==> src/rtl/mig_req_arb_if.sv <==
// Bundle of requester A/B ports, MIG request/write-data/read-data queue ports
// and the shared read-return bus seen by the two-requester MIG arbiter.
interface mig_req_arb_if;
  logic         a_req;
  logic         a_rd_bwt;
  logic [31:0]  a_addr;
  logic [127:0] a_wdata;
  logic [15:0]  a_wmask;
  logic         a_ack;

  logic         b_req;
  logic         b_rd_bwt;
  logic [31:0]  b_addr;
  logic [127:0] b_wdata;
  logic [15:0]  b_wmask;
  logic         b_ack;

  logic         req_wen;
  logic [31:0]  req_qwaddr;
  logic         req_qwbwt;
  logic         req_wqfull;

  logic         wdq_wen;
  logic [143:0] wdq_mask_wdata;
  logic         wdq_wqfull;

  logic         rdq_rnext;
  logic         rdq_rqempty;
  logic [127:0] rdq_rdata;

  logic         a_rvalid;
  logic         b_rvalid;
  logic [127:0] rdata;

  // Arbiter side
  modport master (
    input  a_req, a_rd_bwt, a_addr, a_wdata, a_wmask,
    input  b_req, b_rd_bwt, b_addr, b_wdata, b_wmask,
    input  req_wqfull, wdq_wqfull, rdq_rqempty, rdq_rdata,
    output a_ack, b_ack,
    output req_wen, req_qwaddr, req_qwbwt,
    output wdq_wen, wdq_mask_wdata,
    output rdq_rnext,
    output a_rvalid, b_rvalid, rdata
  );

  // Requester / queue environment side
  modport slave (
    output a_req, a_rd_bwt, a_addr, a_wdata, a_wmask,
    output b_req, b_rd_bwt, b_addr, b_wdata, b_wmask,
    output req_wqfull, wdq_wqfull, rdq_rqempty, rdq_rdata,
    input  a_ack, b_ack,
    input  req_wen, req_qwaddr, req_qwbwt,
    input  wdq_wen, wdq_mask_wdata,
    input  rdq_rnext,
    input  a_rvalid, b_rvalid, rdata
  );
endinterface

==> src/rtl/mig_req_arb.sv <==
// Round-robin arbiter of two requesters onto the MIG request/write-data queues,
// with an owner FIFO that steers in-order read returns back to A or B.
module mig_req_arb #(
  parameter int TAG_DEPTH = 8,
  parameter int TAG_AW    = 3
) (
  input  logic mclk,
  input  logic mrst_n,
  mig_req_arb_if.master bus
);

  localparam logic [TAG_AW:0] L_DEPTH = (TAG_AW + 1)'(TAG_DEPTH);

  logic                 r_last_gnt;
  logic [TAG_AW-1:0]    r_wptr;
  logic [TAG_AW-1:0]    r_rptr;
  logic [TAG_AW:0]      r_count;
  logic [TAG_DEPTH-1:0] r_own;
  logic                 r_a_rvalid;
  logic                 r_b_rvalid;
  logic [127:0]         r_rdata;

  logic w_any;
  logic w_sel_b;
  logic w_sel_rd;
  logic w_full;
  logic w_empty;
  logic w_accept;
  logic w_push;
  logic w_pop;
  logic w_pop_owner;

  // With both pending, B wins only when A was granted last.
  assign w_any    = bus.a_req | bus.b_req;
  assign w_sel_b  = bus.b_req & (~bus.a_req | ~r_last_gnt);
  assign w_sel_rd = w_sel_b ? bus.b_rd_bwt : bus.a_rd_bwt;

  assign w_full   = (r_count == L_DEPTH);
  assign w_empty  = (r_count == '0);

  // A stalled selection holds; it never falls through to the other requester.
  assign w_accept = mrst_n & w_any & ~bus.req_wqfull &
                    (w_sel_rd ? ~w_full : ~bus.wdq_wqfull);
  assign w_push   = w_accept & w_sel_rd;
  assign w_pop    = mrst_n & ~bus.rdq_rqempty & ~w_empty;
  assign w_pop_owner = r_own[r_rptr];

  assign bus.a_ack          = w_accept & ~w_sel_b;
  assign bus.b_ack          = w_accept & w_sel_b;
  assign bus.req_wen        = w_accept;
  assign bus.req_qwaddr     = w_sel_b ? bus.b_addr : bus.a_addr;
  assign bus.req_qwbwt      = w_sel_rd;
  assign bus.wdq_wen        = w_accept & ~w_sel_rd;
  assign bus.wdq_mask_wdata = w_sel_b ? {bus.b_wmask, bus.b_wdata}
                                      : {bus.a_wmask, bus.a_wdata};
  assign bus.rdq_rnext      = w_pop;

  assign bus.a_rvalid = r_a_rvalid;
  assign bus.b_rvalid = r_b_rvalid;
  assign bus.rdata    = r_rdata;

  always_ff @(posedge mclk or negedge mrst_n) begin
    if (!mrst_n) begin
      r_last_gnt <= 1'b1;
      r_wptr     <= '0;
      r_rptr     <= '0;
      r_count    <= '0;
      r_a_rvalid <= 1'b0;
      r_b_rvalid <= 1'b0;
      r_rdata    <= '0;
    end else begin
      if (w_accept) begin
        r_last_gnt <= w_sel_b;
      end
      if (w_push) begin
        r_wptr <= r_wptr + 1'b1;
      end
      if (w_pop) begin
        r_rptr  <= r_rptr + 1'b1;
        r_rdata <= bus.rdq_rdata;
      end
      case ({w_push, w_pop})
        2'b10:   r_count <= r_count + 1'b1;
        2'b01:   r_count <= r_count - 1'b1;
        default: r_count <= r_count;
      endcase
      r_a_rvalid <= w_pop & ~w_pop_owner;
      r_b_rvalid <= w_pop & w_pop_owner;
    end
  end

  // Owner storage needs no reset: only entries between the pointers are read.
  always_ff @(posedge mclk) begin
    if (w_push) begin
      r_own[r_wptr] <= w_sel_b;
    end
  end

endmodule

==> src/flat_wrapper.sv <==
// flat-port wrapper written by rule: the top's interface ports become plain ports
module mig_req_arb_flat 
#(
  parameter int TAG_DEPTH = 8,
  parameter int TAG_AW    = 3
)
  (mclk, mrst_n, bus_a_req, bus_a_rd_bwt, bus_a_addr, bus_a_wdata, bus_a_wmask, bus_b_req, bus_b_rd_bwt, bus_b_addr, bus_b_wdata, bus_b_wmask, bus_req_wqfull, bus_wdq_wqfull, bus_rdq_rqempty, bus_rdq_rdata, bus_a_ack, bus_b_ack, bus_req_wen, bus_req_qwaddr, bus_req_qwbwt, bus_wdq_wen, bus_wdq_mask_wdata, bus_rdq_rnext, bus_a_rvalid, bus_b_rvalid, bus_rdata);
  mig_req_arb_if bus_i ();
  input  logic mclk;
  input  logic mrst_n;
  input wire logic [$bits(bus_i.a_req)-1:0] bus_a_req;
  input wire logic [$bits(bus_i.a_rd_bwt)-1:0] bus_a_rd_bwt;
  input wire logic [$bits(bus_i.a_addr)-1:0] bus_a_addr;
  input wire logic [$bits(bus_i.a_wdata)-1:0] bus_a_wdata;
  input wire logic [$bits(bus_i.a_wmask)-1:0] bus_a_wmask;
  input wire logic [$bits(bus_i.b_req)-1:0] bus_b_req;
  input wire logic [$bits(bus_i.b_rd_bwt)-1:0] bus_b_rd_bwt;
  input wire logic [$bits(bus_i.b_addr)-1:0] bus_b_addr;
  input wire logic [$bits(bus_i.b_wdata)-1:0] bus_b_wdata;
  input wire logic [$bits(bus_i.b_wmask)-1:0] bus_b_wmask;
  input wire logic [$bits(bus_i.req_wqfull)-1:0] bus_req_wqfull;
  input wire logic [$bits(bus_i.wdq_wqfull)-1:0] bus_wdq_wqfull;
  input wire logic [$bits(bus_i.rdq_rqempty)-1:0] bus_rdq_rqempty;
  input wire logic [$bits(bus_i.rdq_rdata)-1:0] bus_rdq_rdata;
  output wire logic [$bits(bus_i.a_ack)-1:0] bus_a_ack;
  output wire logic [$bits(bus_i.b_ack)-1:0] bus_b_ack;
  output wire logic [$bits(bus_i.req_wen)-1:0] bus_req_wen;
  output wire logic [$bits(bus_i.req_qwaddr)-1:0] bus_req_qwaddr;
  output wire logic [$bits(bus_i.req_qwbwt)-1:0] bus_req_qwbwt;
  output wire logic [$bits(bus_i.wdq_wen)-1:0] bus_wdq_wen;
  output wire logic [$bits(bus_i.wdq_mask_wdata)-1:0] bus_wdq_mask_wdata;
  output wire logic [$bits(bus_i.rdq_rnext)-1:0] bus_rdq_rnext;
  output wire logic [$bits(bus_i.a_rvalid)-1:0] bus_a_rvalid;
  output wire logic [$bits(bus_i.b_rvalid)-1:0] bus_b_rvalid;
  output wire logic [$bits(bus_i.rdata)-1:0] bus_rdata;
  assign bus_i.a_req = bus_a_req;
  assign bus_i.a_rd_bwt = bus_a_rd_bwt;
  assign bus_i.a_addr = bus_a_addr;
  assign bus_i.a_wdata = bus_a_wdata;
  assign bus_i.a_wmask = bus_a_wmask;
  assign bus_i.b_req = bus_b_req;
  assign bus_i.b_rd_bwt = bus_b_rd_bwt;
  assign bus_i.b_addr = bus_b_addr;
  assign bus_i.b_wdata = bus_b_wdata;
  assign bus_i.b_wmask = bus_b_wmask;
  assign bus_i.req_wqfull = bus_req_wqfull;
  assign bus_i.wdq_wqfull = bus_wdq_wqfull;
  assign bus_i.rdq_rqempty = bus_rdq_rqempty;
  assign bus_i.rdq_rdata = bus_rdq_rdata;
  assign bus_a_ack = bus_i.a_ack;
  assign bus_b_ack = bus_i.b_ack;
  assign bus_req_wen = bus_i.req_wen;
  assign bus_req_qwaddr = bus_i.req_qwaddr;
  assign bus_req_qwbwt = bus_i.req_qwbwt;
  assign bus_wdq_wen = bus_i.wdq_wen;
  assign bus_wdq_mask_wdata = bus_i.wdq_mask_wdata;
  assign bus_rdq_rnext = bus_i.rdq_rnext;
  assign bus_a_rvalid = bus_i.a_rvalid;
  assign bus_b_rvalid = bus_i.b_rvalid;
  assign bus_rdata = bus_i.rdata;
  mig_req_arb #(.TAG_DEPTH(TAG_DEPTH), .TAG_AW(TAG_AW)) u_core (.mclk(mclk), .mrst_n(mrst_n), .bus(bus_i));
endmodule
==> config.mk <==
export PLATFORM = sky130hd
export DESIGN_NAME = mig_req_arb_flat
export DESIGN_NICKNAME = d
export VERILOG_FILES = /design/src/rtl/mig_req_arb_if.sv /design/src/rtl/mig_req_arb.sv /design/src/flat_wrapper.sv
export SDC_FILE = /design/constraint.sdc
export NUM_CORES = 1
export LEC_CHECK = 0
export CAP_MARGIN = 20
export CORE_AREA = 4 4 312 314
export DETAILED_ROUTE_END_ITERATION = 10
export DIE_AREA = 0 0 316 318
export SYNTH_ARGS = -nofsm -noshare
export SYNTH_HDL_FRONTEND = slang
export SYNTH_SLANG_ARGS = --single-unit
==> constraint.sdc <==
create_clock -name mclk -period 2.8 [get_ports mclk]
set_input_delay 0.28 -clock mclk [delete_from_list [all_inputs] [get_ports mclk]]
set_output_delay 0.28 -clock mclk [all_outputs]
set_load 0.005 [all_outputs]
==> qor.yml, run 1 <==
synthCells: 555
syn_avg_cell_area_um2: 14.7
yosysTopAreaCellShare: 0.430
syn_to_final_growth_pct: 127
io_pins: 801
dieWidth_um: 316
ys_warn_count: 0
worstPathArrival_ps: 2470
cts_tree: "done"
syn-num-nets: 1049
max_freq_mhz: 363
layout.nets: 1862
leakage_nw: 6.98
clk_path_buf_depth: 2
grt_max_degree: 69
reg2reg_from: "u_core.r_last_gnt$_DFFE_PN1N_"
hold_path_end: "u_core.bus.rdata[114]$_DFFE_PN0P_"
period_needed_ps: 2750
fin_cells: 2666
power_density_nw_per_um2: 577
crit_type: "flip-flop to output port"
clkSinkCount: 149
finalHoldViolCount: 0
yosysSeqAreaShare: 0.463
rsz0062_at_grt: "true"
worst_pin_slew_ps: 925
rows: 113
post-route-period-util: 0.984
synth_cell_types: 34
ys_top_cells_by_count: "mux2_2, dfrtp_1, mux2_4, buf_2, buf_6"
synth-async-reset-ratio: 0.946
fin_skew_ps: 13.8
h-tree-depth: 4
cts_buffers: 17
port_buffers: 800
ys.flop_type: "dfrtp_1"
r2r_slack_ps: 380
start_kind: "flip-flop"
antenna_found_initial: 62
die_area_um2: 100000
wire_per_inst_um: 26.4
ys_ff_latch: 149
drt_pre_antenna_iters: 4
final_max_slew_viol_count: 0
cp_max_fo: 26
status: "finished clean"
min_path_cells: 2
grt_pass1_vias: 8845
fp.coreArea_um2: 94600
power.total_mw: 10.7
r2r_cells: 10
stdcell_area_um2: 18500
gp_congestion: 0.977
vias: 8281
root_buffer: "clkbuf_16"
yosysTopAreaCell: "dfrtp_1"
multi_input_area_um2: 4160
maxCapViolCount: 0
placed_cell_area_um2: 17700
setup_viol: 0
start_util: 0.0861
clkTransAtPathRegs_ps: 70
min_path_type: "input port to flip-flop"
dpl.cell_count: 2609
die_h_um: 318
drc_errors: 0
overflow: 0
seq_area_um2: 3770
worstHoldStart: "bus_rdq_rdata[114]"
synth_area_um2: 8140
synth_area_leaders: "dfrtp_1, mux2_2, mux2_4"
slew_headroom: 0.384
grt_pass1_wl_um: 88700
drt_iter0_drc: 326
worstReg2RegEnd: "u_core.r_count[3]$_DFFE_PN0P_"
drive_above_1_share: 0.304
drt_wl_total_um: 70400
clkLatencyLatePin_ps: 470
synth_most_common_cell: "mux2_2"
vdd_drop_max_mv: 0.445
grtUsageTotal: 0.135
crit_path_end_kind: "output port"
crit_required_ps: 2520
antenna_left: 0
via_per_inst: 3.11
nFillCells: 10300
hpwl_um: 63000
synth-edff-count: 8
==> layer usage <==
| layer | vias to the layer above | track usage | part of all wire |
|---|---|---|---|
| li1 | 3699 | - | - |
| met3 | 144 | 0.0522 | 0.089 |
| met1 | 3914 | 0.123 | 0.31 |
| met2 | 496 | 0.260 | 0.55 |
| met5 | - | 0 | 0.0029 |
| met4 | 28 | 0.0628 | 0.048 |
==> stage by stage <==
step / hold slack, ps / util / worst slack [ps] / TNS [ps]
after floorplan: -15.6 / - / 402 / 0
after global placement: 325 / 0.187 / -204 / -1310
after detailed placement: 320 / 0.187 / -180 / -865
after CTS: 348 / 0.195 / -91.7 / -2760
after global routing: 387 / 0.195 / -19.7 / -196
final: 413 / 0.196 / 45.8 / 0
==> layout by cell type (no fill, tap or decap), types with 3 or more instances in the layout <==
master	netlist	layout
buf_12	0	8
buf_16	0	3
buf_4	0	53
clkbuf_16	0	18
clkdlybuf4s50_1	0	745
clkinvlp_4	0	3
dfrtp_1	140	140
diode_2	0	20
dlygate4sd2_1	0	15
edfxtp_1	8	8
ha_1	5	5
inv_6	0	3
inv_8	0	5
mux2_2	252	252
mux2_4	56	56
nand2_1	6	5
nand2b_1	3	3
nand4_1	3	3
nor2_1	8	8
nor3_1	6	6
xnor2_1	4	4
xor2_1	5	5
==> report_power, final <==
group / total, mW / switching [mW] / internal [mW] / leakage, nW
clock: 2.43 / 1.11 / 1.32 / 0.295
combinational: 4.91 / 1.64 / 3.27 / 4.96
sequential: 3.34 / 0.470 / 2.87 / 1.72
==> flip-flops by register name, indices dropped and copies added, names as in the netlist <==
name,cells
u_core.bus.b_rvalid,1
u_core.r_last_gnt,1
u_core.r_own,8
u_core.r_wptr,3
u_core.bus.rdata,128
u_core.r_rptr,3
u_core.r_count,4
u_core.bus.a_rvalid,1
==> area by class of cell <==
type	count	area share
Clock inverter	14	0.00852
Antenna cell	20	0.00271
Tap cell	1265	0.0856
Inverter	2	0.000609
Sequential cell	149	0.204
Timing Repair Buffer	830	0.449
Clock buffer	18	0.0244
Multi-Input combinational cell	368	0.225
==> repair_timing <==
action	4_1_cts	5_1_grt
hold buffers	1	0
endpoints found under the hold margin	22	0
pin swaps	3	1
cloned	3	0
endpoints found under the setup margin	109	81
buffers inserted	0	1
gates resized for setup	24	4
==> critical path: stages (launching register included) <==
cell and delay, ps:
dfstp_2 420, a21boi_4 240, buf_8 200, buf_16 200, mux2_2 360, clkdlybuf4s50_1 550
==> cell families after synthesis <==
family	after synthesis	share of synthesized area
adders and majority gates	5	0.00768
buffers and inverters	38	0.0298
xor gates and xnor gates	9	0.00968
muxes	311	0.458
and+or+nand+nor	36	0.0250
DFF	149	0.463
AOI/OAI and AO/OA	7	0.00645
==> worst max-delay path by stage <==
stage                     depth (start not counted)                            end                          start  slack (ps)
after floorplan                                  13  u_core.r_count[2]$_DFFE_PN0P_  u_core.r_count[1]$_DFFE_PN0P_         400
final                                             5         bus_wdq_mask_wdata[29]  u_core.r_last_gnt$_DFFE_PN1N_          50
after CTS                                         5         bus_wdq_mask_wdata[22]  u_core.r_last_gnt$_DFFE_PN1N_         -90
after detailed placement                          6                    bus_req_wen                      bus_b_req        -180
after global placement                            6                    bus_req_wen                      bus_b_req        -200
after global routing                              5         bus_wdq_mask_wdata[67]  u_core.r_last_gnt$_DFFE_PN1N_         -20
Power figures use the tool's default switching activity.
==> run 2: changes to the inputs <==
--- a/config.mk
+++ b/config.mk
@@ -9,6 +9,7 @@
 export CORE_AREA = 4 4 312 314
 export DETAILED_ROUTE_END_ITERATION = 10
 export DIE_AREA = 0 0 316 318
+export MAX_ROUTING_LAYER = met4
 export SYNTH_ARGS = -nofsm -noshare
 export SYNTH_HDL_FRONTEND = slang
 export SYNTH_SLANG_ARGS = --single-unit
==> run 2 against run 1 <==
  * Final cell count rose by 0.86%
  * Wire length grew 0.12%
  * First-iteration DRC count fell by 15%
  * Setup slack improved by 55 ps
  * Clock skew increased by 1.8 ps
  * Combinational power rose by 0.8%
  * Largest power group unchanged
  * Die area unchanged
  * Sequential share of layout area down 0.25 points
==> qor.yml, run 2 (synthesized netlist as in run 1, its figures left out) <==
fp.coreArea_um2: 94600  # unchanged
worstPathCellList: "a21boi_4 -> buf_4 -> buf_12 -> buf_16 -> mux2_2 -> clkdlybuf4s50_1"
start_util: 0.0861  # unchanged
cts_buffers: 17  # unchanged
finalHoldViolCount: 0  # unchanged
rsz0062_at_grt: "true"
largest_reg_flops: 128  # unchanged
dp_slack_ps: -126  # +54.0 ps
startpoint: "u_core.r_last_gnt$_DFFE_PN1N_"
root_buffer: "clkbuf_16"
clkTransAtPathRegs_ps: 80  # about the same
layout.nets: 1876  # +0.75%
die_h_um: 318  # unchanged
r2r_slack_ps: 560  # +180 ps
cp_max_fo: 13  # -50%
io_pins: 801  # unchanged
grt_pass1_wl_um: 88100  # -0.66%
worstPathBufferInverterCount: 4  # +1
maxCapViolCount: 0  # unchanged
period_needed_ps: 2700  # -55.4 ps
gp_congestion: 1.04  # +6.7%
worstPathArrival_ps: 2420  # -50 ps
dpl.cell_count: 2610  # +0.038%
critPathTopFamily: "buffers and inverters"
fin_skew_ps: 15.6  # +1.85 ps
final_common_cell: "clkdlybuf4s50_1"
grtUsageTotal: 0.138  # +0.00317
via_per_inst: 3.08  # -0.95%
status: "finished clean"
slew_headroom: 0.393  # +0.00945
slowest_stage: "dfstp_2"
worst_pin_slew_ps: 910  # -14.2 ps
drt_iter0_drc: 278  # -15%
syn_to_final_growth_pct: 130
die_area_um2: 100000  # unchanged
start_kind: "flip-flop"
setup_viol: 0  # unchanged
drt_wl_total_um: 70500  # +0.12%
final_max_slew_viol_count: 0  # unchanged
wire_per_inst_um: 26.2  # -0.74%
dieWidth_um: 316  # unchanged
crit_type: "flip-flop to output port"
overflow: 0  # unchanged
clk_path_buf_depth: 2  # unchanged
power_density_nw_per_um2: 571  # -1.0%
crit_path_end_kind: "output port"
cts_tree: "done"
vdd_drop_max_mv: 0.469  # +5.5%
h-tree-depth: 4  # unchanged
vias: 8273  # -0.097%
antenna_found_initial: 61  # -1.6%
max_freq_mhz: 371  # +2.1%
nFillCells: 10300  # +0.34%
leakage_nw: 7.24  # +3.7%
rows: 113  # unchanged
grt_max_degree: 67  # -2.9%
clkLatencyLatePin_ps: 480  # about the same
clkSinkCount: 149  # unchanged
grt_pass1_vias: 8830  # -0.17%
port_buffers: 800  # unchanged
drt_pre_antenna_iters: 4  # unchanged
hpwl_um: 62800  # -0.26%
finalWorstSetupSlack_ps: 101  # +55.4 ps
min_path_type: "input port to async pin"
crit_required_ps: 2520  # about the same
post-route-period-util: 0.964  # -0.0198
drive_above_1_share: 0.310  # +0.00627
reg2reg_from: "u_core.r_last_gnt$_DFFE_PN1N_"
final_cell_mix: "clkdlybuf4s50_1, mux2_2, dfrtp_1"
antenna_left: 0  # unchanged
crit_path_max_incr_delay_ps: 610  # +60 ps
fin_cells: 2689  # +0.86%
drc_errors: 0  # unchanged
[run 2: final cells by class]
class	count	area, µm²	area share
Timing Repair Buffer	844	8510	0.454
Multi-Input combinational cell	368	4190	0.224
Sequential cell	149	3770	0.201
Tap cell	1265	1580	0.0845
Clock buffer	18	439	0.0235
Clock inverter	14	155	0.00828
Antenna cell	29	72.6	0.00388
Inverter	2	11.3	0.000601
[run 2: final timing paths]
check,to,depth (start not counted)
max in group asynchronous,u_core.bus.rdata[12]$_DFFE_PN0P_,4
hold / removal,u_core.r_count[0]$_DFFE_PN0P_,2
setup / recovery,bus_wdq_mask_wdata[26],6
setup reg to reg,u_core.r_count[3]$_DFFE_PN0P_,9
hold reg to reg,u_core.r_rptr[2]$_DFFE_PN0P_,1
min in group mclk,u_core.bus.rdata[112]$_DFFE_PN0P_,2
[run 2: power by group]
part	leakage, nW	switching [mW]	internal, mW
combinational	5.22	1.67	3.29
clock	0.292	1.11	1.29
sequential	1.72	0.470	2.87
[run 2: timing repair]
item / in CTS / in global routing
gates resized for setup: 103 / 4
hold endpoints to repair: 14 / 0
hold buffers: 1 / 0
pin swaps: 3 / 0
setup buffers: 2 / 9
endpoints found under the setup margin: 118 / 21
gates cloned: 5 / 1
[run 2: through the flow]
| step | power, mW | util | TNS, ps | hold slack [ps] | area (µm²) |
|---|---|---|---|---|---|
| after floorplan | 5.00 | - | 0 | -15.6 | 8140 |
| after global placement | 8.34 | 0.188 | -283 | 90.1 | 17700 |
| after detailed placement | 8.36 | 0.188 | -210 | 88.7 | 17700 |
| after CTS | 10.9 | 0.196 | -35.1 | 181 | 18500 |
| after global routing | 11.3 | 0.198 | -22.8 | 218 | 18700 |
| final | 10.7 | 0.198 | 0 | 245 | 18700 |
[run 2: metal layers]
| metal | track usage | routed length [µm] | vias to the layer above |
|---|---|---|---|
| met4 | 0.0585 | 3180 | 0 |
| met2 | 0.262 | 38400 | 496 |
| met1 | 0.122 | 22500 | 3929 |
| li1 | - | - | 3734 |
| met3 | 0.0509 | 6380 | 114 |
| met5 | - | 0 | - |
==> run 3: changes to the inputs <==
--- a/config.mk
+++ b/config.mk
@@ -6,10 +6,9 @@
 export NUM_CORES = 1
 export LEC_CHECK = 0
 export CAP_MARGIN = 20
-export CORE_AREA = 4 4 312 314
+export CORE_AREA = 4 4 310 312
 export DETAILED_ROUTE_END_ITERATION = 10
-export DIE_AREA = 0 0 316 318
-export MAX_ROUTING_LAYER = met4
+export DIE_AREA = 0 0 314 316
 export SYNTH_ARGS = -nofsm -noshare
 export SYNTH_HDL_FRONTEND = slang
 export SYNTH_SLANG_ARGS = --single-unit
==> constraint.sdc (replaced) <==
create_clock -name mclk -period 2.2 [get_ports mclk]
set_input_delay 0.22 -clock mclk [delete_from_list [all_inputs] [get_ports mclk]]
set_output_delay 0.22 -clock mclk [all_outputs]
set_load 0.005 [all_outputs]
==> run 3 against run 2 <==
  * The run now ends with setup timing left
  * Non-clock buffer count up 46
  * Die area down 1.3%
  * Sequential share of layout area down 0.66 points
  * Combinational power up 37%
  * Sequential power up 27%
  * Sequential cell count unchanged
  * Clock power up 18%
  * Cell area up 3.5%
  * First-iteration DRC count up 12%
  * Setup slack worse by 380 ps
  * Global-route usage down 1.2 points
==> qor.yml, run 3 (synthesized netlist as in run 1, its figures left out) <==
status: "finished with violations"
violations: "setup timing"
root_buffer: "clkbuf_16"
grt_pass1_vias: 8938  # +1.2%
grt_pass1_wl_um: 83300  # -5.5%
cts_buffers: 17  # unchanged
stdcell_area_um2: 19400  # +3.5%
syn_to_final_growth_pct: 138
p_clk_frac: 0.204  # -0.020
rsz0062_at_grt: "true"
crit_path_max_incr_delay_ps: 430  # -180 ps
rows: 112  # -0.88%
slowest_stage: "dfstp_2"
clkLatencyLatePin_ps: 450  # -30 ps
post-route-period-util: 1.13
cpMostUsedCell: "buf_12"
die_area_um2: 99200  # -1.3%
drt_iter0_drc: 312  # +12%
drc_errors: 0  # unchanged
leakage_nw: 7.72  # +6.7%
maxCapViolCount: 0  # unchanged
hpwl_um: 58600  # -6.8%
h-tree-depth: 4  # unchanged
slew_headroom: 0.447  # +0.0537
die_h_um: 316  # -0.63%
power_density_nw_per_um2: 715  # +25%
period_needed_ps: 2480
finalHoldViolCount: 0  # unchanged
clkTransAtPathRegs_ps: 70  # about the same
crit_required_ps: 1980  # -540 ps
setup_viol: 183  # +183
antenna_left: 0  # unchanged
vdd_drop_max_mv: 0.445  # -5.1%
gp_congestion: 0.882  # -15%
antenna_found_initial: 35  # -43%
worstPathArrival_ps: 2260  # -160 ps
cts_tree: "done"
finalWorstSetupSlack_ps: -283  # -384 ps
final_cell_mix: "clkdlybuf4s50_1, mux2_2, dfrtp_1"
fp.coreArea_um2: 93000  # -1.6%
clk_path_buf_depth: 2  # unchanged
vias: 8417  # +1.7%
final_core_util: 0.208  # +0.0102
dieWidth_um: 314  # -0.63%
drive_above_1_share: 0.432  # +0.122
grtUsageTotal: 0.127  # -0.0119
crit_path_end_kind: "output port"
p_int_mw: 9.65  # +30%
final_max_slew_viol_count: 0  # unchanged
holdWs_ps: 381  # +136 ps
grt_max_degree: 63  # -6.0%
max_freq_mhz: 403
via_per_inst: 3.11  # +1.1%
io_pins: 801  # unchanged
nFillCells: 10200  # -1.3%
overflow: 0  # unchanged
wire_per_inst_um: 24.7  # -5.8%
start_kind: "flip-flop"
power_frac_comb: 0.490  # +0.027
cp_max_fo: 14  # +1
dp_slack_ps: -453  # -327 ps
port_buffers: 800  # unchanged
switchingPower_mw: 4.20  # +29%
fin_skew_ps: 12.4  # -3.25 ps
worstPathCellList: "a21boi_4 -> buf_12 -> buf_12 -> buf_12 -> mux2_2 -> dlygate4sd2_1"
power.total_mw: 13.9  # +29%
final_common_cell: "clkdlybuf4s50_1"
drt_pre_antenna_iters: 4  # unchanged
start_util: 0.0875  # +0.00142
crit_type: "flip-flop to output port"
layout.nets: 1922  # +2.5%
seqPwrFrac: 0.306  # -0.007
placed_cell_area_um2: 17800  # +0.35%
drt_wl_total_um: 66800  # -5.2%
min_path_type: "input port to flip-flop"
clkSinkCount: 149  # unchanged
netSwitchingFraction: 0.303  # -0.000311
worst_pin_slew_ps: 830  # -80.5 ps
largest_reg_flops: 128  # unchanged
run 3: routing by layer:
layer	GRT usage	up-vias	wire [µm]	share of wire
met5	0	-	139	0.0021
met4	0.0624	20	3180	0.048
met3	0.0419	103	5310	0.079
met2	0.255	466	38200	0.57
met1	0.110	4023	20000	0.30
li1	-	3805	-	-
run 3: layout make-up:
type	count	area (µm²)	share of cell area
Timing Repair Buffer	890	9100	0.470
Multi-Input combinational cell	368	4330	0.223
Sequential cell	149	3770	0.195
Tap cell	1254	1570	0.0810
Clock buffer	18	429	0.0222
Clock inverter	14	133	0.00685
Antenna cell	12	30.0	0.00155
Inverter	2	10.0	0.000517
run 3: critical path, delay by kind of cell (launching register included):
family,cells,cell delay [ps]
multiplexers,1,370
flip-flops,1,430
buffers and inverters,4,790
AO/OA/AOI/OAI,1,230
run 3: metrics by stage:
stage / cells / TNS [ps]
after CTS: 2673 / -46310
after global placement: 2609 / -55990
final: 2707 / -30460
after detailed placement: 2609 / -51420
after global routing: 2699 / -50360
after floorplan: 555 / -13.8
run 3: timing repair:
item / in CTS / in global routing
endpoints found under the hold margin: 79 / 0
setup endpoints to repair: 185 / 189
cloned: 10 / 4
setup buffers: 21 / 24
resized for setup: 491 / 187
pin swaps: 4 / 7
hold buffers: 1 / 0
run 3: path summary, 6_finish.rpt:
path                       slack [ps]                           from                                 to  cells past startpoint
min in group asynchronous         410                         mrst_n       u_core.r_wptr[1]$_DFFE_PN0P_                      3
hold / removal                    380              bus_rdq_rdata[22]   u_core.bus.rdata[22]$_DFFE_PN0P_                      2
max in group asynchronous         380                         mrst_n  u_core.bus.rdata[113]$_DFFE_PN0P_                      4
setup / recovery                 -280  u_core.r_last_gnt$_DFFE_PN1N_             bus_wdq_mask_wdata[10]                      6
hold reg to reg                   500   u_core.r_rptr[2]$_DFFE_PN0P_       u_core.r_rptr[2]$_DFFE_PN0P_                      1
setup reg to reg                 -160  u_core.r_last_gnt$_DFFE_PN1N_      u_core.r_count[2]$_DFFE_PN0P_                     11
run 3: power groups by stage:
stage | Combinational, mW | Sequential [mW] | Clock, mW
after floorplan | 2.11 | 4.27 | 0
after global placement | 6.36 | 4.26 | 0
after detailed placement | 6.39 | 4.29 | 0
after CTS | 6.62 | 4.25 | 2.96
after global routing | 7.17 | 4.38 | 3.06
final | 6.78 | 4.24 | 2.83
